$ cat config.mk
export PLATFORM = sky130hd
export DESIGN_NAME = seq_mult_flat
export DESIGN_NICKNAME = d
export VERILOG_FILES = /design/src/rtl/seq_mult_if.sv /design/src/rtl/seq_mult.sv /design/src/flat_wrapper.sv
export SDC_FILE = /design/constraint.sdc
export NUM_CORES = 1
export LEC_CHECK = 0
export ABC_AREA = 1
export CAP_MARGIN = 20
export CORE_MARGIN = 2
export CORE_UTILIZATION = 50
export DETAILED_ROUTE_END_ITERATION = 7
export PLACE_DENSITY = 0.7
export SYNTH_ARGS = -nofsm -noshare
export SYNTH_HDL_FRONTEND = slang
export SYNTH_SLANG_ARGS = --single-unit
$ cat constraint.sdc
create_clock -name clk -period 6.3 [get_ports clk]
set_input_delay 0.945 -clock clk [delete_from_list [all_inputs] [get_ports clk]]
set_output_delay 0.945 -clock clk [all_outputs]
set_load 0.005 [all_outputs]
$ cat src/rtl/seq_mult_if.sv
// Operand/product handshake bundle for the digit-serial multiplier.
`timescale 1ns/1ps
interface seq_mult_if #(
    parameter int unsigned WIDTH = 16
);
    logic                 in_valid;
    logic                 in_ready;
    logic                 in_signed;
    logic [WIDTH-1:0]     a;
    logic [WIDTH-1:0]     b;
    logic                 out_valid;
    logic                 out_ready;
    logic [2*WIDTH-1:0]   p;
    logic                 busy;

    modport master (
        output in_valid, in_signed, a, b, out_ready,
        input  in_ready, out_valid, p, busy
    );

    modport slave (
        input  in_valid, in_signed, a, b, out_ready,
        output in_ready, out_valid, p, busy
    );
endinterface

$ cat src/rtl/seq_mult.sv
// Digit-serial WIDTH x WIDTH -> 2*WIDTH multiplier, DIGIT bits of b per cycle,
// signed operands handled as magnitudes with a sign fix-up on the final sum.
`timescale 1ns/1ps
module seq_mult #(
    parameter int unsigned WIDTH = 16,
    parameter int unsigned DIGIT = 4
) (
    input logic        clk,
    input logic        rst_n,
    seq_mult_if.slave  bus
);
    localparam int unsigned N     = WIDTH / DIGIT;
    localparam int unsigned PW    = 2 * WIDTH;
    localparam int unsigned CNT_W = (N > 1) ? $clog2(N) : 1;
    localparam logic [CNT_W-1:0] LAST = CNT_W'(N - 1);

    typedef enum logic [1:0] {IDLE, BUSY, DONE} state_t;

    state_t            state, state_next;
    logic [PW-1:0]     mcand, mcand_next;
    logic [WIDTH-1:0]  mplier, mplier_next;
    logic              neg, neg_next;
    logic [PW-1:0]     acc, acc_next;
    logic [CNT_W-1:0]  cnt, cnt_next;
    logic [PW-1:0]     p_next;
    logic [PW-1:0]     acc_sum;
    logic [WIDTH-1:0]  abs_a, abs_b;

    // Multiplicand is pre-shifted and the multiplier consumed from the bottom,
    // so each cycle only the low digit of mplier is needed.
    always_comb begin
        abs_a   = (bus.in_signed && bus.a[WIDTH-1]) ? -bus.a : bus.a;
        abs_b   = (bus.in_signed && bus.b[WIDTH-1]) ? -bus.b : bus.b;
        acc_sum = acc + mcand * PW'(mplier[DIGIT-1:0]);
    end

    always_comb begin
        state_next  = state;
        mcand_next  = mcand;
        mplier_next = mplier;
        neg_next    = neg;
        acc_next    = acc;
        cnt_next    = cnt;
        p_next      = bus.p;
        case (state)
            IDLE: begin
                if (bus.in_valid) begin
                    mcand_next  = PW'(abs_a);
                    mplier_next = abs_b;
                    neg_next    = bus.in_signed & (bus.a[WIDTH-1] ^ bus.b[WIDTH-1]);
                    acc_next    = '0;
                    cnt_next    = '0;
                    state_next  = BUSY;
                end
            end
            BUSY: begin
                acc_next    = acc_sum;
                mcand_next  = mcand << DIGIT;
                mplier_next = mplier >> DIGIT;
                cnt_next    = cnt + CNT_W'(1);
                if (cnt == LAST) begin
                    p_next     = neg ? -acc_sum : acc_sum;
                    state_next = DONE;
                end
            end
            DONE: begin
                if (bus.out_ready) state_next = IDLE;
            end
            default: state_next = IDLE;
        endcase
    end

    // Handshake flags are flopped from the next state so they are glitch-free.
    always_ff @(posedge clk or negedge rst_n) begin
        if (!rst_n) begin
            state         <= IDLE;
            mcand         <= '0;
            mplier        <= '0;
            neg           <= 1'b0;
            acc           <= '0;
            cnt           <= '0;
            bus.p         <= '0;
            bus.in_ready  <= 1'b1;
            bus.out_valid <= 1'b0;
            bus.busy      <= 1'b0;
        end else begin
            state         <= state_next;
            mcand         <= mcand_next;
            mplier        <= mplier_next;
            neg           <= neg_next;
            acc           <= acc_next;
            cnt           <= cnt_next;
            bus.p         <= p_next;
            bus.in_ready  <= (state_next == IDLE);
            bus.out_valid <= (state_next == DONE);
            bus.busy      <= (state_next != IDLE);
        end
    end
endmodule
$ cat src/flat_wrapper.sv
// flat-port wrapper written by rule: the top's interface ports become plain ports
module seq_mult_flat 
#(
    parameter int unsigned WIDTH = 16,
    parameter int unsigned DIGIT = 4
)
  (clk, rst_n, bus_in_valid, bus_in_signed, bus_a, bus_b, bus_out_ready, bus_in_ready, bus_out_valid, bus_p, bus_busy);
  seq_mult_if #(.WIDTH(WIDTH)) bus_i ();
  input logic clk;
  input logic rst_n;
  input wire logic [$bits(bus_i.in_valid)-1:0] bus_in_valid;
  input wire logic [$bits(bus_i.in_signed)-1:0] bus_in_signed;
  input wire logic [$bits(bus_i.a)-1:0] bus_a;
  input wire logic [$bits(bus_i.b)-1:0] bus_b;
  input wire logic [$bits(bus_i.out_ready)-1:0] bus_out_ready;
  output wire logic [$bits(bus_i.in_ready)-1:0] bus_in_ready;
  output wire logic [$bits(bus_i.out_valid)-1:0] bus_out_valid;
  output wire logic [$bits(bus_i.p)-1:0] bus_p;
  output wire logic [$bits(bus_i.busy)-1:0] bus_busy;
  assign bus_i.in_valid = bus_in_valid;
  assign bus_i.in_signed = bus_in_signed;
  assign bus_i.a = bus_a;
  assign bus_i.b = bus_b;
  assign bus_i.out_ready = bus_out_ready;
  assign bus_in_ready = bus_i.in_ready;
  assign bus_out_valid = bus_i.out_valid;
  assign bus_p = bus_i.p;
  assign bus_busy = bus_i.busy;
  seq_mult #(.WIDTH(WIDTH), .DIGIT(DIGIT)) u_core (.clk(clk), .rst_n(rst_n), .bus(bus_i));
endmodule
After elaboration in Yosys (flattened, before gate mapping)
Index checks and enable logic that the tools add are counted.

storage, ports and cells
  register bits after elaboration = 120
  input port bits = 37
  output and inout bits = 35

cells by class
  add/subtract/negate cells = 5
  multiply operators = 1
  equal/unequal tests = 5
  mux-type cells = 15
  bitwise gates (word level) = 2
  reductions and logical operators = 9

operators by type and width
  operator                                                                number
  32-bit case mux with 2 select lines                                     2
  32-bit two-way mux                                                      3
  16-bit two-way mux                                                      3
  32-bit adder                                                            1
  32-bit by 4-bit multiplier with 32-bit output                           1
  16-bit negator                                                          2
  32-bit negator                                                          1
  16-bit case mux with 2 select lines                                     1
  2-bit two-way mux                                                       4
  2-bit equality test (second input constant)                             3
  2-bit case mux with 3 select lines                                      1
  2-bit AND reduction                                                     3
  2-bit zero test                                                         2
  2-bit case mux with 2 select lines                                      1
  2-bit nonzero test                                                      2
  2-bit by 1-bit adder with 2-bit output (second input constant)          1
  2-bit by 1-bit equality test with 1-bit output (second input constant)  1
  1-bit logical AND                                                       2
  2-bit inequality test (second input constant)                           1
  1-bit bitwise AND                                                       1
  1-bit XOR                                                               1

Logic depth before layout (Yosys ltp)
Gate-level depths: netlist of the first run.

  depth after elaboration = 4
  depth in mapped cells = 29
  mapped depth without buffers = 27

Worst setup path before layout of the first run
No wires, ideal clock.

  kind = register to register
  start point = reg u_core.mplier[3]
  end point = reg u_core.bus.p[26]
  setup time = 117 ps
  arrival = 4323 ps
  required time = 6183 ps
  slack = 1859 ps
  cell stages (with the launch flop) = 25
  clock period less this slack = 4441 ps
  path through = dfrtp_1 > clkbuf_1 > buf_1 > nand2_1 > inv_1 > fa_1 > fa_1 > inv_1 > fa_1 > inv_1 > ha_1 > nand2_2 > inv_1 > a21oi_1 > nand2_1 > xnor2_2 > nand3_2 > nor2_2 > nand2_2 > nand2_4 > nand2_4 > nor2_4 > nand3_1 > nand3_1 > nand2_1

between the ends
  cells in the longest elaborated chain, start to end = 4

ends and longest elaborated chain
  element                                            RTL line           text
  start, declared                                    seq_mult.sv:21     logic [WIDTH-1:0] mplier, mplier_next;
  start signal, assigned                             seq_mult.sv:89     mplier <= mplier_next;
  32-bit by 4-bit multiplier with 32-bit output (*)  seq_mult.sv:34     acc_sum = acc + mcand * PW'(mplier[DIGIT-1:0]);
  32-bit adder (*)                                   seq_mult.sv:34
  32-bit negator                                     seq_mult.sv:62     p_next = neg ? -acc_sum : acc_sum;
  32-bit two-way mux (*)                             seq_mult.sv:62
  end signal, assigned                               seq_mult.sv:93     bus.p <= p_next;
  end, declared                                      seq_mult_if.sv:23  output in_ready, out_valid, p, busy

Every way passes the cells marked *; elsewhere a longest branch is shown, timed or not.
A chain may end at the register's enable or synchronous reset.

Worst setup path in the final report of the first run
  start point = reg u_core.mplier[1]
  end point = reg u_core.bus.p[29]

Same word-level chain as after synthesis.

==> results of run 1 <==
logic make-up after synthesis:
kind of cell / count (synthesis) / share of synthesized area
AOI/OAI and AO/OA: 194 / 0.0960
xor gates and xnor gates: 32 / 0.0247
adders and majority gates: 125 / 0.189
buffers and inverters: 488 / 0.158
DFF: 120 / 0.257
and+or+nand+nor: 764 / 0.275
registers in the layout (all words and copies together) (netlist names), 2 cells and up:
register / count
u_core.acc: 32
u_core.bus.p: 32
u_core.cnt: 2
u_core.mcand: 32
u_core.mplier: 16
u_core.state: 2
final cells by class:
class | count | area share
inverter | 444 | 0.126
clock buffer | 17 | 0.0321
multi-input combinational | 1115 | 0.515
timing repair buffer | 78 | 0.0589
tap | 313 | 0.0295
clock inverter | 15 | 0.0118
sequential | 120 | 0.227
cell usage after synthesis, types with 3 or more instances:
| cell type | n |
|---|---|
| a21oi_1 | 34 |
| o31ai_1 | 6 |
| nand4_1 | 11 |
| o221ai_1 | 5 |
| nor3_1 | 12 |
| xor2_1 | 21 |
| and2_1 | 5 |
| inv_1 | 439 |
| xnor2_1 | 10 |
| clkbuf_1 | 42 |
| clkinv_1 | 3 |
| or2_2 | 3 |
| nor2_2 | 10 |
| nor2_4 | 3 |
| nand3b_1 | 7 |
| nand2_4 | 3 |
| nor2_1 | 89 |
| nand3_1 | 71 |
| ha_1 | 39 |
| o22ai_1 | 46 |
| nand2_1 | 524 |
| o21ai_0 | 80 |
| o21bai_1 | 7 |
| fa_1 | 86 |
| o211ai_1 | 3 |
| nand2_2 | 18 |
| dfrtp_1 | 119 |
| nand3_2 | 6 |
metal layers:
layer  up-vias  part of all wire
met1      4791              0.47
met5         -                 0
met4         0             0.021
met3        40             0.054
met2       301              0.45
li1       5276                 -
per-stage QoR:
step	cells	util	worst slack (ns)	hold slack [ns]	area (sq um)
after detailed placement	2069	0.555	1.04	0.464	12600
after global routing	2102	0.582	0.579	0.504	13300
after CTS	2101	0.581	1.05	0.481	13200
after floorplan	1723	-	1.86	0.448	11700
final	2102	0.582	1.04	0.473	13300
after global placement	2069	0.555	1.15	0.464	12600
path summary, 6_finish.rpt:
path                               endpoint  slack, ns  depth (start not counted)
setup / recovery           u_core.bus.p[29]       1.04                         22
hold / removal             u_core.bus.p[13]       0.47                          2
setup reg to reg           u_core.bus.p[29]       1.04                         22
hold reg to reg            u_core.bus.p[13]       0.47                          2
max in group asynchronous   u_core.mcand[9]       4.41                          2
min in group asynchronous   u_core.bus.p[3]       0.55                          1
worst max-delay path: stages, from the launching register on:
cell and delay, ns:
dfrtp_1 1.06, nand2_1 0.11, inv_1 0.11, fa_1 0.44, fa_1 0.56, inv_1 0.06
fa_1 0.49, inv_1 0.04, ha_1 0.37, nand2_1 0.13, inv_1 0.07, nand3_1 0.10
nand2_1 0.14, nand2_1 0.09, nand2_1 0.17, nor2_1 0.20, nand2_1 0.12, nor2_2 0.20
nand3_2 0.17, o21ai_1 0.26, nand3_1 0.10, nand3_1 0.10, nand2_1 0.06
==> impl_summary.md, run 1 <==
Critical path
The type of element launching the critical path is a flip-flop. For the worst setup path, the data required time is 6.62 ns. The startpoint identified for the worst register-to-register timing path is u_core.mplier[1].

The critical path in this run is classified as reg2reg. The endpoint kind of the worst setup timing path is a flip-flop. In this run the worst path has a maximum fanout of 32. The critical path arrival is 5.59 ns. In this run the worst setup path begins at u_core.mplier[1].

Synthesis
The area share of the largest cell type after synthesis is 0.255. Counting every instance in the synthesized netlist gives 1723. The number of synthesized flops with an enable pin is 0. After synthesis the cells add up to 11700 sq um.

After synthesis the netlist holds a flip-flop and latch count of 120. The mean instance size in the synthesized netlist is 6.77 sq um. Yosys attributes the largest share of cell area to dfrtp_1 (26%), nand2_1 (17%), fa_1 (15%), inv_1 (14%), ha_1 (4.2%). The commonest register cell after synthesis is dfrtp_1. Counting distinct cell types in the post-synthesis netlist gives 43. For this run, the register share of the synthesized area comes to 0.257. The Yosys step of the flow raised 0 warnings.

Counting every net in the synthesized netlist gives around 1900. For this run, asynchronously set or reset flops after synthesis account for 1.00. The largest area contributor in the netlist is dfrtp_1.

Clock network
The count of H-tree levels built during CTS is 4. The number of hold buffers added after CTS was 0. The quantity of gates resized following cts is 0. The CTS tree is yes. The number of post-CTS setup repair buffers is 0. Clock tree synthesis found a total of 120 sinks. The total clock buffers created by CTS is 17. The worst-case clock buffer depth is 2. CTS placed an instance of clkbuf_16 at the clock tree root.

Clock latency on the worst-skew pair, taken at its later pin, is approximately 0.43 ns. After clock tree synthesis, the clock-pin slew on the worst setup and hold paths is 0.07 ns.

STA
The top achievable clock speed is 0.190 GHz. The worst slew margin relative to its limit is 0.278. Setup violations remaining at the end of the flow were counted as 0. For the pin with the worst max-slew slack, the measured transition is 1.08 ns. Subtracting the final worst setup slack from the clock period gives ~5.3 ns. The clock skew is 0.0153 ns.

The number of failing hold endpoints at the final stage is 0. Adding up every negative setup slack in the final design gives 0 ns. The final-report max-slew violation count is 0. Setup repair after global routing left no endpoint under its margin. Dividing the final minimum period by the clock period gives 0.836.

Final layout
Counting the fill cells in the layout gives 2176. For this run, the post-layout net count is just under 2000. The count of antenna diodes in the layout is 0. The most common cell after layout, fill and taps aside is nand2_1. Leaving out fill and tap cells, the most frequent cells in the layout are nand2_1 (523), inv_1 (438), dfrtp_1 (119), nor2_1 (88), fa_1 (86). The sequential cell area is 3000 sq um. The multi-input combinational cells in the finished layout cover a total of 6830 sq um. Compared with the post-synthesis result, the final layout area differs by 13.6%. The proportion of layout cells with a drive suffix above 1 is 0.0514.

Placed design
The quantity of I/O buffers inserted on ports is 71. The final weighted congestion in routability-driven placement is 0.951. Detailed placement finished with a half-perimeter wire length of 22200 um.

GRT
In the global route stage, met3 resource usage came out at 0.0341. The met2 track demand over resource in global routing is 0.407. The first-pass GRT wire length is 49100 um. The largest net degree at the start of global routing is 69.

The remaining global-route overflow is 0. In this run the most used layer during global routing was met2. The number of antenna violations at the first check in global routing came to 0. The total routing resource utilization after global routing is 0.251. The via count of the first global-routing pass was 10300. The met1 track utilization from global routing is 0.348.

Drt
In the routed design, unresolved DRC markers number 0. The detailed router placed ~10000 vias in this run. The length of the first detailed-routing pass in iterations is 8.

The number of violations reported at the end of detailed-routing iteration 0 is approximately 840. The detail route stage leaves a number of antenna-violating nets equal to 0. The average wire per standard cell is 13.6 um. Using the TritonRoute via totals, the vias-per-cell ratio works out to slightly below 5. The final layout contains routed wiring with a total length of 28600 um.

Min path
The worst min-delay path startpoint is u_core.bus.p[13]. The worst hold path belongs to the class reg2reg.

Floorplan
The initial core utilization is 0.512. The die is 157 um wide. The floorplan has 55 rows. After floorplanning, the core was sized to cover about 23000 sq um. The area of the die is 24600 sq um. The I/O pin total is 72. From bottom edge to top edge, the die measures around 160 um.

Outcome
The flow ran to the end, and the final reports show no timing, DRC or antenna violations.

Flow run
The number of max-capacitance violations reported is 0.
Power of run 1 is not shown: default switching activity piles up to over one toggle a cycle in this logic, so the estimate is an artifact.
==> run 2, diff against run 1 <==
==> constraint.sdc (replaced) <==
create_clock -name clk -period 5.3 [get_ports clk]
set_input_delay 0.795 -clock clk [delete_from_list [all_inputs] [get_ports clk]]
set_output_delay 0.795 -clock clk [all_outputs]
set_load 0.005 [all_outputs]
==> impl_summary.md, run 2 (synthesis results as in run 1) <==
Placed design
Routability-driven placement finished with a final weighted congestion of 0.950. The HPWL reported at the end of detailed placement is 22500 um. Once placement finished, the instance area stood at 12700 sq um. Buffers placed on the I/O ports in this run total 71.

Floorplan
The die height is 157 um. 72 I/O pins were placed. The initial core utilization is 0.512. The core outline area is 22800 sq um. The area of the die is 24600 sq um. The floorplan has 55 rows. The width of the die is approximately 160 um.

Critical path
The type of element launching the critical path is a flip-flop. The delay of the slowest critical-path stage is around 0.58 ns. The endpoint kind of the worst setup timing path is a flip-flop. The number of buffers and inverters on the critical path is 5. The worst setup path is of the reg2reg kind. For this design, the slowest cell found on the critical path is dfrtp_4.

Walking the worst path, the cells encountered are buf_4 -> nand2_1 -> inv_1 -> fa_1 -> fa_1 -> inv_1 -> fa_1 -> inv_1 -> ha_1 -> nand2_1 -> nor2_1 -> inv_1 -> nor2_2 -> nand3_1 -> nand3_1 -> nand2_1 -> nand2_1 -> nand2_1 -> nor2_1 -> nor2_2 -> nor2_4 -> nand3_1 -> nand3_1 -> nand2_1. At the worst endpoint, the arrival time is 5.21 ns. The data required time at the worst endpoint is 5.62 ns. Among the stages of the critical path, the cell type that occurs most often is nand2_1. The maximum fanout count along the critical path is 20.

The top cell family by delay on the critical path is adder cells.

Clock network
The total clock buffers created by CTS is 17. The clock-pin slew on the worst setup and hold paths is 0.07 ns. The number of post-CTS setup repair buffers is 0. The quantity of gates resized following cts is 0. The CTS tree is yes. The total number of clock tree sinks is 120. The root buffer cell is clkbuf_16.

In this run the deepest clock path goes through 2 buffers. The count of H-tree levels built during CTS is 4. The later pin in the worst-skew pair is clocked with a latency of around 0.43 ns. After clock tree synthesis, the flow added hold-fix buffers numbering 0.

Min path
In this run the worst hold path is classified as in2async.

STA
The number of failing hold endpoints at the final stage is 0. The clock skew is 0.0124 ns. The top achievable clock speed is slightly above 0.2 GHz. For the pin with the worst max-slew slack, the measured transition is 1.01 ns.

The final-report max-slew violation count is 0. Measured against its own limit, the worst slew margin works out to 0.327. The worst path needs 4.89 ns of the cycle, external delays included. The number of endpoints failing setup at the final stage is 0. Setup total negative slack on the finished layout was measured at 0 ns.

Setup repair after global routing left no endpoint under its margin. Dividing the final minimum period by the clock period gives 0.923.

Final layout
In the final layout, the registers with the most flip-flops are u_core.acc (32), u_core.bus.p (32), u_core.mcand (32). The net count of the finished layout is 1942. Relative to the synthesized area, the layout overhead comes to 13.9%. The multi-input logic area is 6830 sq um.

With fillers left out, the area of the finished cells amounts to 13300 sq um. In the layout the commonest cells are nand2_1 (523), inv_1 (438), dfrtp_1 (117), nor2_1 (88), fa_1 (86). 0 antenna diodes ended up in the layout. The filler cell count is around 2200. Leaving out fill and tap cells, the most frequent cell in the layout is nand2_1. The proportion of layout cells with a drive suffix above 1 is 0.0552. The post-route core utilization is 0.583. The sequential cell area is 3010 sq um.

GRT
The largest net degree at the start of global routing is 65. The via count of the first global-routing pass came to 10400. The first-pass GRT wire length is 49800 um. The total routing resource utilization after global routing is 0.254.

The number of antenna violations at the first check in global routing is 0. After global routing the overflow that remains totals 0.

Outcome
The flow ran to the end, and the final reports show no timing, DRC or antenna violations.

Drt
The count of antenna-violating nets left after detailed routing is 0. The remaining routing DRC violations is 0. Across all layers, the routed design uses about 11000 vias.

Wires add up to 29100 um. After detailed routing, the average wire length per cell comes to ~14 um. The mean number of vias per cell is 4.99. The number of violations reported at the end of detailed-routing iteration 0 is 735. The first detailed-routing pass took 7 iterations.

Flow run
The number of max-capacitance violations reported is 0.
## run 2: changes by cell type in the layout (fill, tap and decap cells not counted), moves of 2 or more
cell | before | now
buf_4 | 7 | 12
inv_8 | 5 | 1
bufinv_16 | 0 | 2
clkinv_2 | 0 | 2
clkinv_4 | 1 | 3
clkinv_8 | 2 | 0
dfrtp_1 | 119 | 117
dfrtp_4 | 0 | 2
## run 2: final cells by class
type	instances	share of cell area
clock inverter	15	0.0125
timing repair buffer	82	0.0595
inverter	444	0.125
multi-input combinational	1115	0.514
clock buffer	17	0.0320
sequential	120	0.227
tap	313	0.0295
## run 2: worst paths after layout
path	startpoint	to	slack, ns	depth (start not counted)
max in group asynchronous	rst_n	u_core.mplier[1]	3.45	2
hold reg to reg	u_core.bus.p[26]	u_core.bus.p[26]	0.48	2
setup reg to reg	u_core.mplier[2]	u_core.bus.p[26]	0.41	24
setup / recovery	u_core.mplier[2]	u_core.bus.p[26]	0.41	24
min in group clk	u_core.bus.p[26]	u_core.bus.p[26]	0.48	2
hold / removal	rst_n	u_core.bus.p[6]	0.44	1
## run 2: layer usage
metal,routed length (um),share of wire,track usage,vias up
li1,-,-,-,5285
met1,13800,0.48,0.356,4883
met2,13200,0.45,0.416,294
met3,1490,0.051,0.0291,47
met4,593,0.020,0.0751,0
met5,0,0,0,-
## run 2: through the flow
| stage | hold WS (ns) | std cells | setup WS (ns) |
|---|---|---|---|
| after global routing | 0.498 | 2106 | 0.103 |
| after floorplan | 0.448 | 1723 | 0.859 |
| after CTS | 0.471 | 2106 | 0.131 |
| final | 0.439 | 2106 | 0.407 |
| after global placement | 0.461 | 2074 | 0.186 |
| after detailed placement | 0.464 | 2074 | 0.135 |
Power of run 2 is left out for the same reason.
